[src/rtl/cpu_bus_pkg.sv]
// cpu_bus_pkg: shared types and constants for the CPU memory bus
package cpu_bus_pkg;
  localparam int BUS_W = 32;
  localparam int REQ_FETCH = 0;
  localparam int REQ_DCACHE = 1;
  localparam int REQ_EXEC = 2;
  typedef enum logic [1:0] {IDLE, ISSUE, RELEASE} arb_state_t;
endpackage

[src/rtl/mem_bus_arbiter_if.sv]
// mem_bus_arbiter_if: requester side and external memory side of the arbiter
interface mem_bus_arbiter_if #(parameter int LINES = 3);
  import cpu_bus_pkg::*;
  logic [LINES-1:0] req, req_wr, grant, req_ack, req_err;
  logic [LINES*BUS_W-1:0] req_addr, req_wdata;
  logic [BUS_W-1:0] rdata, addr, data_out, data_in;
  logic m_req, m_wr, m_ack, busy;
  modport master (
    output req, req_wr, req_addr, req_wdata, data_in, m_ack,
    input grant, req_ack, req_err, rdata, m_req, m_wr, addr, data_out, busy
  );
  modport slave (
    input req, req_wr, req_addr, req_wdata, data_in, m_ack,
    output grant, req_ack, req_err, rdata, m_req, m_wr, addr, data_out, busy
  );
endinterface

[src/rtl/mem_bus_arbiter_rr_picker.sv]
// rr_picker: first set request at or above ptr, wrapping modulo LINES
module rr_picker #(
  parameter int LINES = 3,
  localparam int IW = LINES > 1 ? $clog2(LINES) : 1
) (
  input  logic [LINES-1:0] req_i,
  input  logic [IW-1:0]    ptr_i,
  output logic             valid_o,
  output logic [IW-1:0]    idx_o
);
  logic [IW-1:0] k;
  always_comb begin
    valid_o = 1'b0;
    idx_o = '0;
    k = '0;
    for (int i = LINES - 1; i >= 0; i--) begin
      k = IW'((int'(ptr_i) + i) % LINES);
      if (req_i[k]) begin
        valid_o = 1'b1;
        idx_o = k;
      end
    end
  end
endmodule

[src/rtl/mem_bus_arbiter.sv]
// mem_bus_arbiter: round-robin owner of the external memory bus with 4-phase req/ack and timeout
module mem_bus_arbiter
  import cpu_bus_pkg::*;
#(
  parameter int LINES = 3,
  parameter int TIMEOUT = 255
) (
  input logic clk,
  input logic reset,
  mem_bus_arbiter_if.slave bus
);
  localparam int PW = LINES > 1 ? $clog2(LINES) : 1;
  localparam int CW = TIMEOUT > 0 ? $clog2(TIMEOUT + 1) : 1;
  localparam logic [CW-1:0] TMAX = CW'(TIMEOUT > 0 ? TIMEOUT - 1 : 0);
  arb_state_t state_q;
  logic [LINES-1:0] grant_q, ack_q, err_q;
  logic [BUS_W-1:0] rdata_q, addr_q, dout_q, win_addr, win_wdata;
  logic m_req_q, m_wr_q, win_wr, vld, tmo;
  logic [PW-1:0] ptr_q, w_q, win, ptr_nxt;
  logic [CW-1:0] cnt_q;
  rr_picker #(.LINES(LINES)) u_pick (
    .req_i(bus.req),
    .ptr_i(ptr_q),
    .valid_o(vld),
    .idx_o(win)
  );
  always_comb begin
    win_addr = '0;
    win_wdata = '0;
    win_wr = 1'b0;
    for (int i = 0; i < LINES; i++) begin
      if (win == PW'(i)) begin
        win_addr = bus.req_addr[i*BUS_W +: BUS_W];
        win_wdata = bus.req_wdata[i*BUS_W +: BUS_W];
        win_wr = bus.req_wr[i];
      end
    end
  end
  assign ptr_nxt = w_q == PW'(LINES - 1) ? '0 : w_q + 1'b1;
  assign tmo = (TIMEOUT != 0) && (cnt_q == TMAX);
  // ack/err pulses reuse the one-hot grant, so no per-line decode is needed
  always_ff @(posedge clk or posedge reset) begin
    if (reset) begin
      state_q <= IDLE;
      ptr_q <= '0;
      w_q <= '0;
      cnt_q <= '0;
      grant_q <= '0;
      ack_q <= '0;
      err_q <= '0;
      rdata_q <= '0;
      m_req_q <= 1'b0;
      m_wr_q <= 1'b0;
      addr_q <= '0;
      dout_q <= '0;
    end else begin
      ack_q <= '0;
      err_q <= '0;
      case (state_q)
        IDLE: if (vld) begin
          state_q <= ISSUE;
          w_q <= win;
          grant_q <= LINES'(1) << win;
          m_req_q <= 1'b1;
          m_wr_q <= win_wr;
          addr_q <= win_addr;
          dout_q <= win_wr ? win_wdata : '0;
          cnt_q <= '0;
        end
        ISSUE: if (bus.m_ack || tmo) begin
          state_q <= RELEASE;
          grant_q <= '0;
          m_req_q <= 1'b0;
          m_wr_q <= 1'b0;
          addr_q <= '0;
          dout_q <= '0;
          ptr_q <= ptr_nxt;
          if (bus.m_ack) begin
            ack_q <= grant_q;
            if (!m_wr_q) rdata_q <= bus.data_in;
          end else err_q <= grant_q;
        end else if (cnt_q != '1) cnt_q <= cnt_q + 1'b1;
        RELEASE: if (!bus.m_ack) state_q <= IDLE;
        default: state_q <= IDLE;
      endcase
    end
  end
  assign bus.grant = grant_q;
  assign bus.req_ack = ack_q;
  assign bus.req_err = err_q;
  assign bus.rdata = rdata_q;
  assign bus.m_req = m_req_q;
  assign bus.m_wr = m_wr_q;
  assign bus.addr = addr_q;
  assign bus.data_out = dout_q;
  assign bus.busy = state_q != IDLE;
endmodule
[src/flat_wrapper.sv]
// flat-port wrapper written by rule: the top's interface ports become plain ports
module mem_bus_arbiter_flat import cpu_bus_pkg::*;
#(
  parameter int LINES = 3,
  parameter int TIMEOUT = 255
)
  (clk, reset, bus_req, bus_req_wr, bus_req_addr, bus_req_wdata, bus_data_in, bus_m_ack, bus_grant, bus_req_ack, bus_req_err, bus_rdata, bus_m_req, bus_m_wr, bus_addr, bus_data_out, bus_busy);
  mem_bus_arbiter_if #(.LINES(LINES)) bus_i ();
  input logic clk;
  input logic reset;
  input wire logic [$bits(bus_i.req)-1:0] bus_req;
  input wire logic [$bits(bus_i.req_wr)-1:0] bus_req_wr;
  input wire logic [$bits(bus_i.req_addr)-1:0] bus_req_addr;
  input wire logic [$bits(bus_i.req_wdata)-1:0] bus_req_wdata;
  input wire logic [$bits(bus_i.data_in)-1:0] bus_data_in;
  input wire logic [$bits(bus_i.m_ack)-1:0] bus_m_ack;
  output wire logic [$bits(bus_i.grant)-1:0] bus_grant;
  output wire logic [$bits(bus_i.req_ack)-1:0] bus_req_ack;
  output wire logic [$bits(bus_i.req_err)-1:0] bus_req_err;
  output wire logic [$bits(bus_i.rdata)-1:0] bus_rdata;
  output wire logic [$bits(bus_i.m_req)-1:0] bus_m_req;
  output wire logic [$bits(bus_i.m_wr)-1:0] bus_m_wr;
  output wire logic [$bits(bus_i.addr)-1:0] bus_addr;
  output wire logic [$bits(bus_i.data_out)-1:0] bus_data_out;
  output wire logic [$bits(bus_i.busy)-1:0] bus_busy;
  assign bus_i.req = bus_req;
  assign bus_i.req_wr = bus_req_wr;
  assign bus_i.req_addr = bus_req_addr;
  assign bus_i.req_wdata = bus_req_wdata;
  assign bus_i.data_in = bus_data_in;
  assign bus_i.m_ack = bus_m_ack;
  assign bus_grant = bus_i.grant;
  assign bus_req_ack = bus_i.req_ack;
  assign bus_req_err = bus_i.req_err;
  assign bus_rdata = bus_i.rdata;
  assign bus_m_req = bus_i.m_req;
  assign bus_m_wr = bus_i.m_wr;
  assign bus_addr = bus_i.addr;
  assign bus_data_out = bus_i.data_out;
  assign bus_busy = bus_i.busy;
  mem_bus_arbiter #(.LINES(LINES), .TIMEOUT(TIMEOUT)) u_core (.clk(clk), .reset(reset), .bus(bus_i));
endmodule
[config.mk]
export PLATFORM = sky130hd
export DESIGN_NAME = mem_bus_arbiter_flat
export DESIGN_NICKNAME = d
export VERILOG_FILES = /design/src/rtl/cpu_bus_pkg.sv /design/src/rtl/mem_bus_arbiter_if.sv /design/src/rtl/mem_bus_arbiter_rr_picker.sv /design/src/rtl/mem_bus_arbiter.sv /design/src/flat_wrapper.sv
export SDC_FILE = /design/constraint.sdc
export NUM_CORES = 1
export LEC_CHECK = 0
export CAP_MARGIN = 30
export CORE_UTILIZATION = 30
export CTS_CLUSTER_SIZE = 14
export DETAILED_ROUTE_END_ITERATION = 12
export GPL_TIMING_DRIVEN = 1
export PLACE_DENSITY_LB_ADDON = 0.15
export SETUP_SLACK_MARGIN = 0.4
export SLEW_MARGIN = 20
export SYNTH_ARGS = -nofsm -noshare
export SYNTH_HDL_FRONTEND = slang
export SYNTH_SLANG_ARGS = --single-unit
export TNS_END_PERCENT = 5
[constraint.sdc]
create_clock -name clk -period 4.59 [get_ports clk]
set_input_delay 0.6885 -clock clk [delete_from_list [all_inputs] [get_ports clk]]
set_output_delay 0.6885 -clock clk [all_outputs]
set_load 0.005 [all_outputs]
# ---- Word-level counts from Yosys, hierarchy flattened
# Index checks and enable logic that the tools add are counted.
dict set report classes {
  n_shift 1
  div 3
  n_addsub 4
  n_reduce_logical 11
  mux 50
  magnitude_cmp 3
  n_eq_ne 12
  bitwise_logic 1
}
# op n
set ops {}
lappend ops {{two-way mux 32 bit} 10}
lappend ops {{one-hot mux 32 bit (2 select lines)} 2}
lappend ops {{modulo 32 x 3 -> 32 bit (second input constant)} 2}
lappend ops {{modulo 3 x 3 -> 32 bit (second input constant)} 1}
lappend ops {{two-way mux 3 bit} 8}
lappend ops {{two-way mux 8 bit} 3}
lappend ops {{one-hot mux 8 bit (2 select lines)} 1}
lappend ops {{two-way mux 2 bit} 7}
lappend ops {{two-way mux 1 bit} 12}
lappend ops {{< comparator 2 x 3 -> 1 bit (second input constant)} 3}
lappend ops {{adder 8 x 1 -> 8 bit (second input constant)} 1}
lappend ops {{== test 8 bit (second input constant)} 1}
lappend ops {{!= test 8 bit (second input constant)} 1}
lappend ops {{AND reduction 4 bit} 2}
lappend ops {{binary-select mux 1 bit (select 2 bit)} 3}
lappend ops {{== test 2 bit (second input constant)} 3}
lappend ops {{!= test 2 bit (second input constant)} 3}
lappend ops {{one-hot mux 2 bit (3 select lines)} 1}
lappend ops {{one-hot mux 3 bit (2 select lines)} 1}
lappend ops {{AND reduction 3 bit} 2}
lappend ops {{== test 2 x 1 -> 1 bit (second input constant)} 2}
lappend ops {{zero test 2 bit} 2}
lappend ops {{!= test 2 x 1 -> 1 bit (second input constant)} 2}
lappend ops {{one-hot mux 1 bit (2 select lines)} 2}
lappend ops {{8 further kinds} 10}
dict set report totals {
  output_inout_bits 108
  register_bits 121
  input_bits 233
  elab_cells 97
}

# ---- Logic depth before layout (Yosys ltp)
# Gate-level depths: netlist of the first run.
dict set report depth {
  depth_word 14
  ltp_mapped 10
  depth_no_buf 8
}

# ---- Cells and area by module
# From an unflattened synthesis of the first run, not the netlist that was laid out.
dict set report hier_totals {
  hier_cells 603
  hier_area_um2 6228.5
}
# mod seq_area_each_um2 area_per_inst_um2 cells_per_inst instances
set by_module_without_submodules {}
lappend by_module_without_submodules {mem_bus_arbiter 3027.9 6037.0 576 1}
lappend by_module_without_submodules {rr_picker 0.0 191.4 27 1}

# ---- Worst setup path after synthesis of the first run
# OpenSTA, ideal clock, no wires.
dict set report synth_timing {
  path_type {register -> register}
  startpoint {register u_core.ptr_q[0]}
  endpoint {register u_core.dout_q[0], in the netlist u_core.bus.data_out[0]}
  stages_incl_launch_ff 10
  n_path_buf 1
  path_slack_ns 2.477
  arrival_ns 1.992
  period_less_slack_ns 2.113
  setup_time_ns 0.121
  t_required_ns 4.469
  cell_sequence {dfrtp_1 -> inv_1 -> ha_1 -> and2b_1 -> a21oi_2 -> o22ai_2 -> and2_1 -> o221a_4 -> buf_6 -> a22o_1}
}
dict set report synth_between {
  elab_chain_cells 14
  elab_cells_between_ends 31
  cone_classes {add/sub (2); div (3); eq/ne (3); mux (21); reduce/logical (2)}
}
# item line
set synth_rtl {}
lappend synth_rtl {{from (decl)} mem_bus_arbiter.sv:19} ;# logic [PW-1:0] ptr_q, w_q, win, ptr_nxt;
lappend synth_rtl {{from (signal assigned)} mem_bus_arbiter.sv:77} ;# ptr_q <= ptr_nxt;
lappend synth_rtl {{adder 2 x 2 -> 3 bit} mem_bus_arbiter_rr_picker.sv:17} ;# k = IW'((int'(ptr_i) + i) % LINES);
lappend synth_rtl {{modulo 32 x 3 -> 32 bit} mem_bus_arbiter_rr_picker.sv:17}
lappend synth_rtl {{binary-select mux 1 bit (select 2 bit)} mem_bus_arbiter_rr_picker.sv:18} ;# if (req_i[k]) begin
lappend synth_rtl {{two-way mux 1 bit (implied by the code)} mem_bus_arbiter_rr_picker.sv:18}
lappend synth_rtl {{two-way mux 2 bit (3 in a row)} mem_bus_arbiter_rr_picker.sv:18}
lappend synth_rtl {{zero test 2 bit} mem_bus_arbiter.sv:32} ;# if (win == PW'(i)) begin
lappend synth_rtl {{two-way mux 32 bit / two-way mux 1 bit (equally long branches) (3 in a row)} mem_bus_arbiter.sv:32}
lappend synth_rtl {{two-way mux 32 bit} mem_bus_arbiter.sv:67} ;# dout_q <= win_wr ? win_wdata : '0;
lappend synth_rtl {{two-way mux 32 bit} mem_bus_arbiter.sv:60} ;# IDLE: if (vld) begin
lappend synth_rtl {{one-hot mux 32 bit (2 select lines)} mem_bus_arbiter.sv:59} ;# case (state_q)
lappend synth_rtl {{to (signal assigned)} mem_bus_arbiter.sv:67}
lappend synth_rtl {{to (decl)} mem_bus_arbiter.sv:17} ;# logic [BUS_W-1:0] rdata_q, addr_q, dout_q, win_addr, win_wdata;
# Several ways; a longest one is shown, not always the timed one. The select of a mux whose other input is x is not followed.
# A chain may end at the register's enable or synchronous reset.

# ---- Final worst setup path of the first run
dict set report layout_timing {
  startpoint {input bus_req[1]}
  endpoint {register u_core.w_q[0]}
}
dict set report layout_between {
  elab_chain_cells 6
  elab_cells_between_ends 13
  cone_classes {mux (12); reduce/logical (1)}
}
# item line
set layout_rtl {}
lappend layout_rtl {{from (decl)} flat_wrapper.sv:11} ;# input wire logic [$bits(bus_i.req)-1:0] bus_req;
lappend layout_rtl {{binary-select mux 1 bit (select 2 bit)} mem_bus_arbiter_rr_picker.sv:18}
lappend layout_rtl {{two-way mux 1 bit (implied by the code)} mem_bus_arbiter_rr_picker.sv:18}
lappend layout_rtl {{two-way mux 1 bit (3 in a row)} mem_bus_arbiter_rr_picker.sv:18}
lappend layout_rtl {{AND reduction 2 bit (no line)} -}
lappend layout_rtl {{to (signal assigned)} mem_bus_arbiter.sv:62} ;# w_q <= win;
lappend layout_rtl {{to (decl)} mem_bus_arbiter.sv:19}
# Several ways; a longest one is shown, not always the timed one. The select of a mux whose other input is x is not followed.

==> flow_summary.yaml, run 1 <==
outcome:
  status: "finished, final reports clean"
setup_path:
  path_class: "input port to flip-flop"
  r2r_setup_slack_ps: 1830
  path_cells: "clkdlybuf4s50_1, a22oi_1, o21a_1, a21oi_4, buf_4, mux2_2"
  cp_max_fo: 34
  start_kind: "input port"
  cp-end-kind: "flip-flop"
  cp.required_ps: 4890
  arrival_ps: 3070
  slowest_stage: "clkdlybuf4s50_1"
  cpPeakStageDelay_ps: 630
synthesis:
  async_reset_ff_frac: 1.00
  ys_ff_latch: 121
  syn-instance-count: 621
  synth-edff-count: 0
  synth_warnings: 0
  yosysUniqueCellTypes: 42
  synthAdderAreaFrac: 0.0104
  synthFlopType: "dfrtp_1"
  synthXorXnorAreaFrac: 0.00876
  synth_top_family_by_area: "compound AO/OA/AOI/OAI gates"
  yosysSeqAreaShare: 0.505
  syn-num-nets: 859
  synth_mux_area_frac: 0.0638
  netlist_area_mm2: 0.00600
  synth_compound_area_frac: 0.208
  syn-mean-instance-area_um2: 9.66
  synth_simple_gate_area_frac: 0.160
timing:
  finalCriticalPeriod_ps: 2770
  rsz0062_at_grt: "false"
  maxSlewHeadroom: 0.526
  hold_viol_final: 0
  timing.setup.tns_ps: 0
  fin_crit_sh: 0.604
  maxSlewViolCount: 0
  clock.fmax_ghz: 0.361
  finalSetupViolCount: 0
  fin_skew_ps: 6.11
  tightestPinTransition_ps: 711
routing:
  dr.pass1.iters: 4
  wl_per_cell_um: 17.0
  ant_nets: 0
  drtIter0Drc: 213
  vias_per_cell: 4.74
  drc_errors: 0
  vias: 5802
  drt-total-wl_mm: 20.8
floorplan:
  io_pins: 341
  die_h_um: 143
  dieWidth_um: 143
  start_util: 0.307
  dieArea_mm2: 0.0206
  rows: 51
  core_mm2: 0.0195
global_route:
  met1_usage: 0.245
  grt_use_met2: 0.337
  antenna_found_initial: 0
  grt_busiest_layer: "met2"
  grt_pass1_wl_mm: 31.0
  grt_max_degree: 122
  overflow: 0
  use_met3: 0.0623
  grtUsageTotal: 0.201
  grt_pass1_vias: 5467
worst_hold_path:
  min_path_type: "flip-flop to flip-flop"
clocking:
  post_cts_resized: 0
  cts_sinks: 121
  postCtsHoldBufs: 0
  clock_latency_ps: 410
  postCtsSetupBuffers: 0
  ctsHtreeMaxLevel: 4
  cts_root_buffer: "clkbuf_16"
  cts_buffers: 17
  cts_tree: "yes"
  clkSlewWorstSetupHoldPaths_ps: 60
  clock_path_buffers: 2
place:
  routabilityCongestion: 0.777
  dp_hpwl_mm: 14.8
  io_buffers: 340
power:
  p_int_mw: 4.09
  comb_power_share: 0.513
  power_frac_clock: 0.215
  seq_power_share: 0.272
  switchingPower_mw: 2.24
  power_density_mw_per_mm2: 617
  ir_drop_mv: 0.301
  switching_share: 0.354
  p_leak_nw: 4.39
final_layout:
  final_nets: 1182
  drive_above_1_share: 0.0930
  utilization: 0.526
  syn_to_final_growth_pct: 71.1
  layout_commonest_cell: "clkdlybuf4s50_1"
  final_cell_mix: "340 x clkdlybuf4s50_1, 126 x nand2_1, 121 x dfrtp_1"
flow_run:
  drv_cap: 0
-- cell families after synthesis --
logic type / after synthesis
simple gates: 231
fa+ha+maj: 5
flops: 121
buf+inv: 53
compound gates: 171
xor+xnor: 6
mux: 34
-- cell type report --
class                      instances  area, um^2
fill                            1799        9260
timing repair buffer             351        3530
sequential                       121        3030
multi-input combinational        447        2740
clock buffer                      23         498
tap                              265         332
clock inverter                     9         113
inverter                           6        25.0
antenna                            1        2.50
-- power groups by stage --
stage	sequential [mW]	combinational (mW)	clock [mW]
after floorplan	1.75	1.80	0
after global placement	1.74	3.27	0
after detailed placement	1.74	3.30	0
after CTS	1.73	3.30	1.40
after global routing	1.78	3.56	1.44
final	1.72	3.25	1.36
-- cell usage after synthesis (2+ instances only) --
library cell,count,area share
nand2_1,126,0.079
dfrtp_1,121,0.50
nor2_1,74,0.046
a22o_1,65,0.095
a31oi_1,49,0.051
mux2_2,34,0.064
a21oi_1,30,0.025
buf_2,27,0.023
clkbuf_1,13,0.0081
inv_1,6,0.0038
nor2b_1,6,0.0063
ha_1,5,0.010
nand3_1,5,0.0042
o21ai_0,5,0.0042
xor2_1,5,0.0073
and3_1,4,0.0042
buf_4,4,0.0050
nand2b_1,4,0.0042
a21o_1,3,0.0038
and4_1,3,0.0044
buf_6,3,0.0056
nor3b_1,3,0.0038
o21ai_1,3,0.0025
a21oi_2,2,0.0029
a22oi_1,2,0.0025
and2_1,2,0.0021
o211ai_2,2,0.0042
-- routing by layer --
| metal | vias to the layer above | routed length, um | part of all wire |
|---|---|---|---|
| met5 | - | 0 | 0 |
| met2 | 213 | 10300 | 0.49 |
| met4 | 0 | 224 | 0.011 |
| met1 | 2717 | 8520 | 0.41 |
| li1 | 2856 | - | - |
| met3 | 16 | 1760 | 0.085 |
-- registers in the layout, indices dropped and copies added, names as in the netlist --
signal and count:
u_core.bus.addr 32, u_core.bus.data_out 32, u_core.bus.grant 3, u_core.bus.m_req 1, u_core.bus.m_wr 1, u_core.bus.rdata 32, u_core.bus.req_ack 3, u_core.bus.req_err 3
u_core.cnt_q 8, u_core.ptr_q 2, u_core.state_q 2, u_core.w_q 2
-- critical path: cells and delay by family --
family / cells / cell delay [ps]
buf+inv: 2 / 1090
mux: 1 / 380
compound gates: 3 / 890
-- path summary, 6_finish.rpt --
kind | endpoint | startpoint | cells past startpoint
worst max-delay path | u_core.w_q[0]$_DFFE_PP0P_ | bus_req[1] | 6
worst min-delay path | u_core.ptr_q[0]$_DFFE_PP0P_ | u_core.w_q[1]$_DFFE_PP0P_ | 1
worst max register to register | u_core.w_q[0]$_DFFE_PP0P_ | u_core.ptr_q[0]$_DFFE_PP0P_ | 8
worst min register to register | u_core.ptr_q[0]$_DFFE_PP0P_ | u_core.w_q[1]$_DFFE_PP0P_ | 1
max in group asynchronous | u_core.bus.data_out[8]$_DFFE_PP0P_ | reset | 3
min in group asynchronous | u_core.bus.rdata[1]$_DFFE_PP0P_ | reset | 3
-- through the flow --
stage	setup slack, ps	instances	power (mW)	area, um^2	hold WS, ps
final	1820	1223	6.34	10300	463
after global routing	1640	1222	6.78	10300	493
after CTS	1630	1221	6.42	10200	465
after detailed placement	1260	1189	5.04	9640	457
after global placement	1320	1189	5.01	9640	447
after floorplan	687	621	3.56	6000	434
Power figures use the tool's default switching activity.
==> inputs of run 2 (changes only) <==
Clock period 4.59 ns to 2.4 ns, I/O delays scaled along.
==> flow_summary.yaml, run 2 (synthesis gave the netlist of run 1 again) <==
outcome:
  status: "finished, final reports clean"
global_route:
  overflow: 0
  grt_max_degree: 62
  grt_pass1_vias: 5749
  grt_pass1_wl_mm: 32.4
  antenna_found_initial: 0
  grtUsageTotal: 0.209
timing:
  fin_crit_sh: 0.916
  hold_viol_final: 0
  rsz0062_at_grt: "true"
  finalCriticalPeriod_ps: 2200
  finalSetupViolCount: 0
  hold_slack_ps: 420
  fin_skew_ps: 6.87
  tightestPinTransition_ps: 357
  maxSlewHeadroom: 0.762
  clock.fmax_ghz: 0.455
  maxSlewViolCount: 0
setup_path:
  cpPeakStageDelay_ps: 450
  cp_max_fo: 8
  path_cells: "ha_4, nor2b_4, o211ai_2, o22a_4, a21o_4, o221a_4, a22o_1"
  slowest_stage: "dfrtp_2"
  path_class: "flip-flop to flip-flop"
  cp.required_ps: 2700
  cp-end-kind: "flip-flop"
  arrival_ps: 2500
  start_kind: "flip-flop"
final_layout:
  regArea_mm2: 0.00303
  diodes: 0
  layout_commonest_cell: "clkdlybuf4s50_1"
  final_cell_mix: "340 x clkdlybuf4s50_1, 126 x nand2_1, 120 x dfrtp_1"
  multi_input_area_mm2: 0.00289
  n_fill_cell: 1764
  syn_to_final_growth_pct: 81.2
  final_nets: 1218
  drive_above_1_share: 0.139
clocking:
  cts_buffers: 17
  cts_root_buffer: "clkbuf_16"
  clock_latency_ps: 410
  cts_sinks: 121
  cts_tree: "yes"
  postCtsHoldBufs: 0
  clock_path_buffers: 2
  ctsHtreeMaxLevel: 4
  clkSlewWorstSetupHoldPaths_ps: 60
power:
  switchingPower_mw: 4.63
  seq_power_share: 0.249
  p_int_mw: 8.68
  ir_drop_mv: 0.593
  p_leak_nw: 4.67
  comb_power_share: 0.551
  switching_share: 0.348
  total_power_mw: 13.3
  power_frac_clock: 0.200
  power_density_mw_per_mm2: 1220
routing:
  ant_nets: 0
  wl_per_cell_um: 17.4
  dr.pass1.iters: 5
  drt-total-wl_mm: 21.9
  vias: 6062
  drtIter0Drc: 180
  drc_errors: 0
  vias_per_cell: 4.82
floorplan:
  io_pins: 341
  rows: 51
  dieArea_mm2: 0.0206
  start_util: 0.307
  die_h_um: 143
  core_mm2: 0.0195
  dieWidth_um: 143
place:
  routabilityCongestion: 0.780
  dp_hpwl_mm: 15.5
  io_buffers: 340
flow_run:
  drv_cap: 0
worst_hold_path:
  min_path_type: "input port to asynchronous set/reset pin"
## run 2: cell types whose count changed in the layout (fill, tap and decap cells not counted), moves of 3 or more
cell | before | now
buf_6 | 0 | 3
buf_12 | 3 | 16
ha_1 | 5 | 2
o221a_4 | 1 | 5
buf_4 | 7 | 22
## run 2: final timing paths
| path | from | to | slack, ps | depth (start not counted) |
|---|---|---|---|---|
| setup / recovery | u_core.ptr_q[1]$_DFFE_PP0P_ | u_core.bus.data_out[28]$_DFFE_PP0P_ | 200 | 7 |
| hold / removal | reset | u_core.bus.rdata[28]$_DFFE_PP0P_ | 420 | 3 |
| setup reg to reg | u_core.ptr_q[1]$_DFFE_PP0P_ | u_core.bus.data_out[28]$_DFFE_PP0P_ | 200 | 7 |
| hold reg to reg | u_core.w_q[1]$_DFFE_PP0P_ | u_core.ptr_q[0]$_DFFE_PP0P_ | 460 | 1 |
| max in group asynchronous | reset | u_core.bus.addr[26]$_DFFE_PP0P_ | 1690 | 3 |
| min in group clk | u_core.w_q[1]$_DFFE_PP0P_ | u_core.ptr_q[0]$_DFFE_PP0P_ | 460 | 1 |
## run 2: cell type report
type | count | area share
Inverter | 6 | 0.00242
Tap cell | 265 | 0.0305
Clock inverter | 10 | 0.0129
Sequential cell | 121 | 0.279
Clock buffer | 22 | 0.0445
Multi-Input combinational cell | 451 | 0.266
Timing Repair Buffer | 383 | 0.365
## run 2: routing by layer
| layer | GRT usage | vias to the layer above | routed length (um) |
|---|---|---|---|
| met5 | 0 | - | 0 |
| met4 | 0.0666 | 0 | 329 |
| met3 | 0.0530 | 24 | 1620 |
| met2 | 0.356 | 212 | 11000 |
| met1 | 0.258 | 2884 | 8960 |
| li1 | - | 2942 | - |
## run 2: power groups by stage
stage	combinational, mW	sequential, mW	clock [mW]
2_1_floorplan	3.45	3.35	0
6_report	7.34	3.31	2.66
5_1_grt	7.93	3.42	2.82
4_1_cts	7.19	3.32	2.73
3_3_place_gp	6.75	3.32	0
3_5_place_dp	6.80	3.33	0
## run 2: repair_timing
action,4_1_cts,5_1_grt
cloned,4,2
resized for setup,19,6
setup endpoints to repair,74,76
pin swaps,4,2
hold endpoints to repair,0,0
buffers inserted,4,4
## run 2: worst max-delay path: cells and delay by family (launching register included)
kind,cells,cell delay [ps]
compound gates,5,1170
flops,1,450
fa+ha+maj,1,310
simple gates,1,150
## run 2: metrics by stage
stage | instances | setup slack, ps | TNS [ps] | utilization | instance area [um^2]
after floorplan | 621 | 287 | 0 | - | 6000
after global placement | 1212 | -6.06 | -58.8 | 0.509 | 9940
after detailed placement | 1212 | -46.0 | -1250 | 0.509 | 9940
after CTS | 1252 | 237 | 0 | 0.551 | 10800
after global routing | 1258 | 128 | 0 | 0.557 | 10900
final | 1258 | 201 | 0 | 0.557 | 10900
